File: src/rtl/key_cmd_pkg.sv
// Shared command and FSM state encodings for the key command scheduler.
package key_cmd_pkg;

  typedef enum logic [1:0] {
    CMD_START = 2'd0,
    CMD_LEFT  = 2'd1,
    CMD_RIGHT = 2'd2
  } cmd_t;

  typedef enum logic [1:0] {
    IDLE     = 2'd0,
    ISSUE    = 2'd1,
    GAP_WAIT = 2'd2
  } state_t;

  localparam int GAP_CNT_W = 8;

endpackage

File: src/rtl/key_cmd_scheduler_cmd_fifo.sv
// In-order command queue: up to three prioritised writes and one pop per cycle, one cycle write-to-visible.
// No backpressure: writes beyond the registered free space are dropped (lowest slot kept) and flagged on o_drop.
module cmd_fifo
  import key_cmd_pkg::*;
#(
  parameter int DEPTH = 4
) (
  input  logic                       i_clk,
  input  logic                       i_rst_n,
  input  logic [2:0]                 i_wr_en,
  input  cmd_t [2:0]                 i_wr_cmd,
  input  logic                       i_rd_en,
  output cmd_t                       o_head,
  output logic [$clog2(DEPTH+1)-1:0] o_count,
  output logic                       o_drop
);

  localparam int CW = $clog2(DEPTH + 1);
  localparam int PW = $clog2(DEPTH);

  cmd_t           mem_q [DEPTH];
  cmd_t           mem_d [DEPTH];
  logic [PW-1:0]  wr_ptr_q, wr_ptr_d;
  logic [PW-1:0]  rd_ptr_q, rd_ptr_d;
  logic [CW-1:0]  count_q, count_d;
  logic           pop;
  int             acc;
  int             idx;
  int             free;

  always_comb begin
    mem_d    = mem_q;
    wr_ptr_d = wr_ptr_q;
    rd_ptr_d = rd_ptr_q;
    o_drop   = 1'b0;
    acc      = 0;
    idx      = 0;
    // Space is judged on the registered count only; a pop this cycle frees nothing yet.
    free     = DEPTH - int'(count_q);
    for (int k = 0; k < 3; k++) begin
      if (i_wr_en[k]) begin
        if (acc < free) begin
          idx = int'(wr_ptr_q) + acc;
          if (idx >= DEPTH) idx = idx - DEPTH;
          mem_d[PW'(idx)] = i_wr_cmd[k];
          acc = acc + 1;
        end else begin
          o_drop = 1'b1;
        end
      end
    end
    idx = int'(wr_ptr_q) + acc;
    if (idx >= DEPTH) idx = idx - DEPTH;
    wr_ptr_d = PW'(idx);

    pop = i_rd_en && (count_q != '0);
    if (pop) begin
      rd_ptr_d = (rd_ptr_q == PW'(DEPTH - 1)) ? '0 : rd_ptr_q + PW'(1);
    end
    count_d = CW'(int'(count_q) + acc - (pop ? 1 : 0));
  end

  always_ff @(posedge i_clk) begin
    if (!i_rst_n) begin
      wr_ptr_q <= '0;
      rd_ptr_q <= '0;
      count_q  <= '0;
      for (int i = 0; i < DEPTH; i++) mem_q[i] <= CMD_START;
    end else begin
      wr_ptr_q <= wr_ptr_d;
      rd_ptr_q <= rd_ptr_d;
      count_q  <= count_d;
      mem_q    <= mem_d;
    end
  end

  assign o_head  = mem_q[rd_ptr_q];
  assign o_count = count_q;

endmodule

File: src/rtl/key_cmd_scheduler.sv
// Queues debounced key events and replays them as spaced one-cycle pulses; event-to-pulse latency 2 cycles.
// LEFT/RIGHT heads wait for i_busy low and stall the queue; overflowing events are dropped into a sticky flag.
module key_cmd_scheduler
  import key_cmd_pkg::*;
#(
  parameter int DEPTH = 4,
  parameter int GAP   = 8
) (
  input  logic                       i_clk,
  input  logic                       i_rst_n,
  input  logic                       i_start,
  input  logic                       i_left,
  input  logic                       i_right,
  input  logic                       i_busy,
  output logic                       o_start,
  output logic                       o_left,
  output logic                       o_right,
  output logic [$clog2(DEPTH+1)-1:0] o_count,
  output logic                       o_overflow
);

  state_t                 state_q, state_d;
  logic [GAP_CNT_W-1:0]   gap_q, gap_d;
  logic                   start_q, start_d;
  logic                   left_q, left_d;
  logic                   right_q, right_d;
  logic                   ovf_q, ovf_d;
  cmd_t [2:0]             wr_cmd;
  cmd_t                   head;
  logic                   drop;
  logic                   issuable;

  assign wr_cmd[0] = CMD_START;
  assign wr_cmd[1] = CMD_LEFT;
  assign wr_cmd[2] = CMD_RIGHT;

  cmd_fifo #(.DEPTH(DEPTH)) u_fifo (
    .i_clk    (i_clk),
    .i_rst_n  (i_rst_n),
    .i_wr_en  ({i_right, i_left, i_start}),
    .i_wr_cmd (wr_cmd),
    .i_rd_en  (state_q == ISSUE),
    .o_head   (head),
    .o_count  (o_count),
    .o_drop   (drop)
  );

  // START never waits for the datapath; moves do, and they hold up everything behind them.
  assign issuable = (head == CMD_START) || !i_busy;

  always_comb begin
    state_d = state_q;
    gap_d   = gap_q;
    start_d = 1'b0;
    left_d  = 1'b0;
    right_d = 1'b0;
    ovf_d   = ovf_q | drop;
    case (state_q)
      IDLE: begin
        if ((o_count != '0) && issuable) begin
          state_d = ISSUE;
          case (head)
            CMD_START: start_d = 1'b1;
            CMD_LEFT:  left_d  = 1'b1;
            CMD_RIGHT: right_d = 1'b1;
            default:   ;
          endcase
        end
      end
      ISSUE: begin
        state_d = GAP_WAIT;
        gap_d   = '0;
      end
      GAP_WAIT: begin
        if (gap_q == GAP_CNT_W'(GAP - 1)) begin
          state_d = IDLE;
          gap_d   = '0;
        end else begin
          gap_d = gap_q + GAP_CNT_W'(1);
        end
      end
      default: begin
        state_d = IDLE;
        gap_d   = '0;
      end
    endcase
  end

  always_ff @(posedge i_clk) begin
    if (!i_rst_n) begin
      state_q <= IDLE;
      gap_q   <= '0;
      start_q <= 1'b0;
      left_q  <= 1'b0;
      right_q <= 1'b0;
      ovf_q   <= 1'b0;
    end else begin
      state_q <= state_d;
      gap_q   <= gap_d;
      start_q <= start_d;
      left_q  <= left_d;
      right_q <= right_d;
      ovf_q   <= ovf_d;
    end
  end

  assign o_start    = start_q;
  assign o_left     = left_q;
  assign o_right    = right_q;
  assign o_overflow = ovf_q;

endmodule

File: config.mk
export PLATFORM = sky130hd
export DESIGN_NAME = key_cmd_scheduler
export DESIGN_NICKNAME = d
export VERILOG_FILES = /design/src/rtl/key_cmd_pkg.sv /design/src/rtl/key_cmd_scheduler_cmd_fifo.sv /design/src/rtl/key_cmd_scheduler.sv
export SDC_FILE = /design/constraint.sdc
export NUM_CORES = 1
export LEC_CHECK = 0
export ABC_AREA = 1
export CORE_UTILIZATION = 45
export CTS_BUF_LIST = sky130_fd_sc_hd__clkbuf_8
export DETAILED_ROUTE_END_ITERATION = 7
export PLACE_DENSITY = 0.73
export RECOVER_POWER = 50
export SETUP_SLACK_MARGIN = 0.1
export SYNTH_ARGS = -nofsm -noshare
export SYNTH_HDL_FRONTEND = slang
export SYNTH_SLANG_ARGS = --single-unit
File: constraint.sdc
create_clock -name i_clk -period 6.7 [get_ports i_clk]
set_input_delay 1.005 -clock i_clk [delete_from_list [all_inputs] [get_ports i_clk]]
set_output_delay 1.005 -clock i_clk [all_outputs]
set_load 0.02 [all_outputs]
==> results.toml <==
[floorplanning]
die_y_um = 60.9
initial_core_util_pct = 46.8
die_area_sq_um = 3710
die_w_um = 60.9
fp.coreArea_sq_um = 3340
io_pins = 13
row_count = 21

[run_status]
outcome = "finished clean"

[power]
power_density_nw_per_um2 = 490
p_seq_share_pct = 27.7
switchingPower_uw = 384
power.share.clock_pct = 20.5
p_int_uw = 526
sw_frac_of_total_pct = 42.2
p_leak_uw = 0.000923
irDropWorstVdd_mv = 0.195
combinationalPowerShare_pct = 51.8

[global_routing]
overflow = 0
first_global_vias = 1169
grt_pass1_wl_um = 4740
grt_max_degree = 14
grt_usage_pct = 17.6
antenna_found_initial = 0

[clocking]
ctsResizeCount = 0
root_buffer = "clkbuf_8"
cts_tree = "built"
clk_pin_slew_worst_paths_ps = 60
cts-hold-fix-buffers = 0
post_cts_buffers = 0
cts_inserted_buffers = 5
clkSinkCount = 29
clk_path_buf_depth = 2
htree_levels = 2
clock_latency_ps = 280

[setup_path]
critPathLaunch = "i_start"
critPathKind = "in2reg"
worstSetupEndpointType = "flop"
r2r_end = "u_fifo.o_count[2]"
r2r_slack_ps = 2670
critPathRequiredTime_ps = 6870
r2r_start = "u_fifo.o_count[0]"
cpMostUsedCell = "nand2_1"
critPathLaunchType = "input pin"
cp_max_fo = 4
worstPathArrival_ps = 4230
max_stage_delay_ps = 500
path_cells = "clkdlybuf4s50_1 -> nand3_1 -> nand2_1 -> nand2_1 -> nand2_1 -> inv_2 -> ha_1 -> nand2_1 -> nor2_1 -> nor2_1 -> nand3_1 -> nand2_1 -> nand4_1 -> nand2_1 -> nand2_1 -> ha_1 -> fa_1 -> xnor2_1 -> xor2_1 -> inv_1 -> o21bai_1 -> nor2_1"
critPathCapture = "u_fifo.o_count[2]"
worst_r2r_path_depth = 25
cpMaxStageDelayCell = "clkdlybuf4s50_1"

[placed_design]
dpl_cell_area_sq_um = 1740
dp.cells = 276
place_hpwl_um = 2190
io_buffers = 12
gp_congestion = 0.912

[sta]
final.setup_skew_ps = 4.78
setup_viol = 0
rsz0062_at_grt = "false"
finalHoldViolations = 0
fin_setup_tns_ps = 0
worst_pin_slew_ps = 512
relSlewSlack_pct = 65.7
finalCritPeriodShare_pct = 60.6
holdWs_ps = 422
min_period_ps = 4060
drv_slew = 0
fmax_ghz = 0.246

[final_layout]
finalNetCount = 256
n_antenna_cell = 0
drive_above_1_share_pct = 4.20
utilization_pct = 55.6
final_cells = 284
area_delta_synth_final_pct = 18.8
fin_area_sq_um = 1860

[route]
drt_iter0_markers = 46
ant_nets = 0
post_drt_wl_per_cell_um = 9.76
via_per_inst = 4.69
routed_wl_um = 2770
num_vias = 1332
drc = 0
firstDrtPassIters = 4

[min_path]
hold_class = "reg2reg"

[logic_synthesis]
ys.warnings.count = 0
yosys.cell_types.count = 23
avgSynthCellArea_sq_um = 7.14
yosys.area.top_type = "dfxtp_1"
synth_flop_cell = "dfxtp_1"
synth_edf_count = 0
async_flop_share_pct = 0
synth.most_common_cell = "nand2_1"
yosys-top-cells-count = "52 x nand2_1, 39 x inv_1, 29 x dfxtp_1"
ys_ff_latch = 29
ys_seq_area_share_pct = 37.1
synth_top_area_share_pct = 37.1
syn_inst = 219
synth_area_leaders = "dfxtp_1 37%, nand2_1 12%, ha_1 9.6%"
syn-num-nets = 238
synth.cell_area_sq_um = 1560

[flow_run]
drv_cap = 0
## state kept, by name, indices dropped and copies added, names as in the netlist
| signal | cells |
|---|---|
| o_start | 1 |
| state_q | 2 |
| u_fifo.o_count | 3 |
| o_right | 1 |
| gap_q | 8 |
| u_fifo.mem_q | 8 |
| o_left | 1 |
| o_overflow | 1 |
| u_fifo.rd_ptr_q | 2 |
| u_fifo.wr_ptr_q | 2 |
## cell usage in the layout (no fill, tap or decap)
master,n
nand2_1,52
xnor2_1,1
o32ai_1,1
fa_1,1
inv_1,39
clkbuf_8,6
nor2_1,22
o21ai_4,1
o22a_1,1
a31oi_1,1
o21ai_0,9
clkinv_1,1
o22ai_1,3
inv_2,1
a21o_1,1
xor2_1,8
nor3_1,5
clkinvlp_4,1
o21bai_1,3
ha_1,12
dfxtp_1,29
dlygate4sd3_1,8
clkdlybuf4s50_1,4
bufinv_16,1
nand4_1,3
a21oi_1,13
nand3_1,11
## final cells by class
cell class / count / area, sq um
Clock buffer: 6 / 82.6
Timing Repair Buffer: 12 / 120
Fill cell: 331 / 1480
Clock inverter: 2 / 37.5
Tap cell: 46 / 57.6
Inverter: 41 / 154
Multi-Input combinational cell: 148 / 825
Sequential cell: 29 / 581
## power by group through the flow
stage          Sequential, uW  Combinational (uW)  Clock, uW
5_1_grt                   259                 562        198
6_report                  252                 471        186
2_1_floorplan             265                 365          0
4_1_cts                   253                 483        193
3_3_place_gp              257                 471          0
3_5_place_dp              256                 479          0
## worst max-delay path: cells and delay by family
family	cells	cell delay, ps
AOI/OAI and AO/OA	1	140
adders and majority gates	3	920
buffers and inverters	3	610
xor gates and xnor gates	2	330
and+or+nand+nor	13	1230
## stage by stage
step	setup slack (ps)	total power (uW)
after floorplan	2900	630
after detailed placement	2380	736
final	2640	910
after global placement	2490	728
after CTS	2650	928
after global routing	2320	1020
## cell families (layout without fill, tap and decap cells)
kind of cell             after synthesis  after routing  synth area share, %
AND/OR/NAND/NOR                       93             93                 24.1
buffers and inverters                 42             61                 10.1
AO/OA/AOI/OAI                         33             33                 12.7
flip-flops                            29             29                 37.1
adder cells (fa/ha/maj)               13             13                 10.9
XOR/XNOR                               9              9                 5.04
## metal layers
metal | track usage (%) | wire length, um
met1 | 22.6 | 1370
met2 | 27.3 | 1270
met3 | 5.76 | 94
met4 | 6.82 | 44
met5 | 0 | 0
## how the worst min path moves through the flow
stage / end / slack [ps] / cells past startpoint / startpoint
after floorplan: u_fifo.mem_q[2] / 400 / 2 / u_fifo.mem_q[2]
after global placement: u_fifo.mem_q[2] / 410 / 2 / u_fifo.mem_q[2]
after detailed placement: u_fifo.mem_q[2] / 420 / 2 / u_fifo.mem_q[2]
after CTS: u_fifo.mem_q[2] / 430 / 2 / u_fifo.mem_q[2]
after global routing: u_fifo.mem_q[2] / 440 / 2 / u_fifo.mem_q[2]
final: u_fifo.mem_q[2] / 420 / 2 / u_fifo.mem_q[2]
Power figures use the tool's default switching activity.
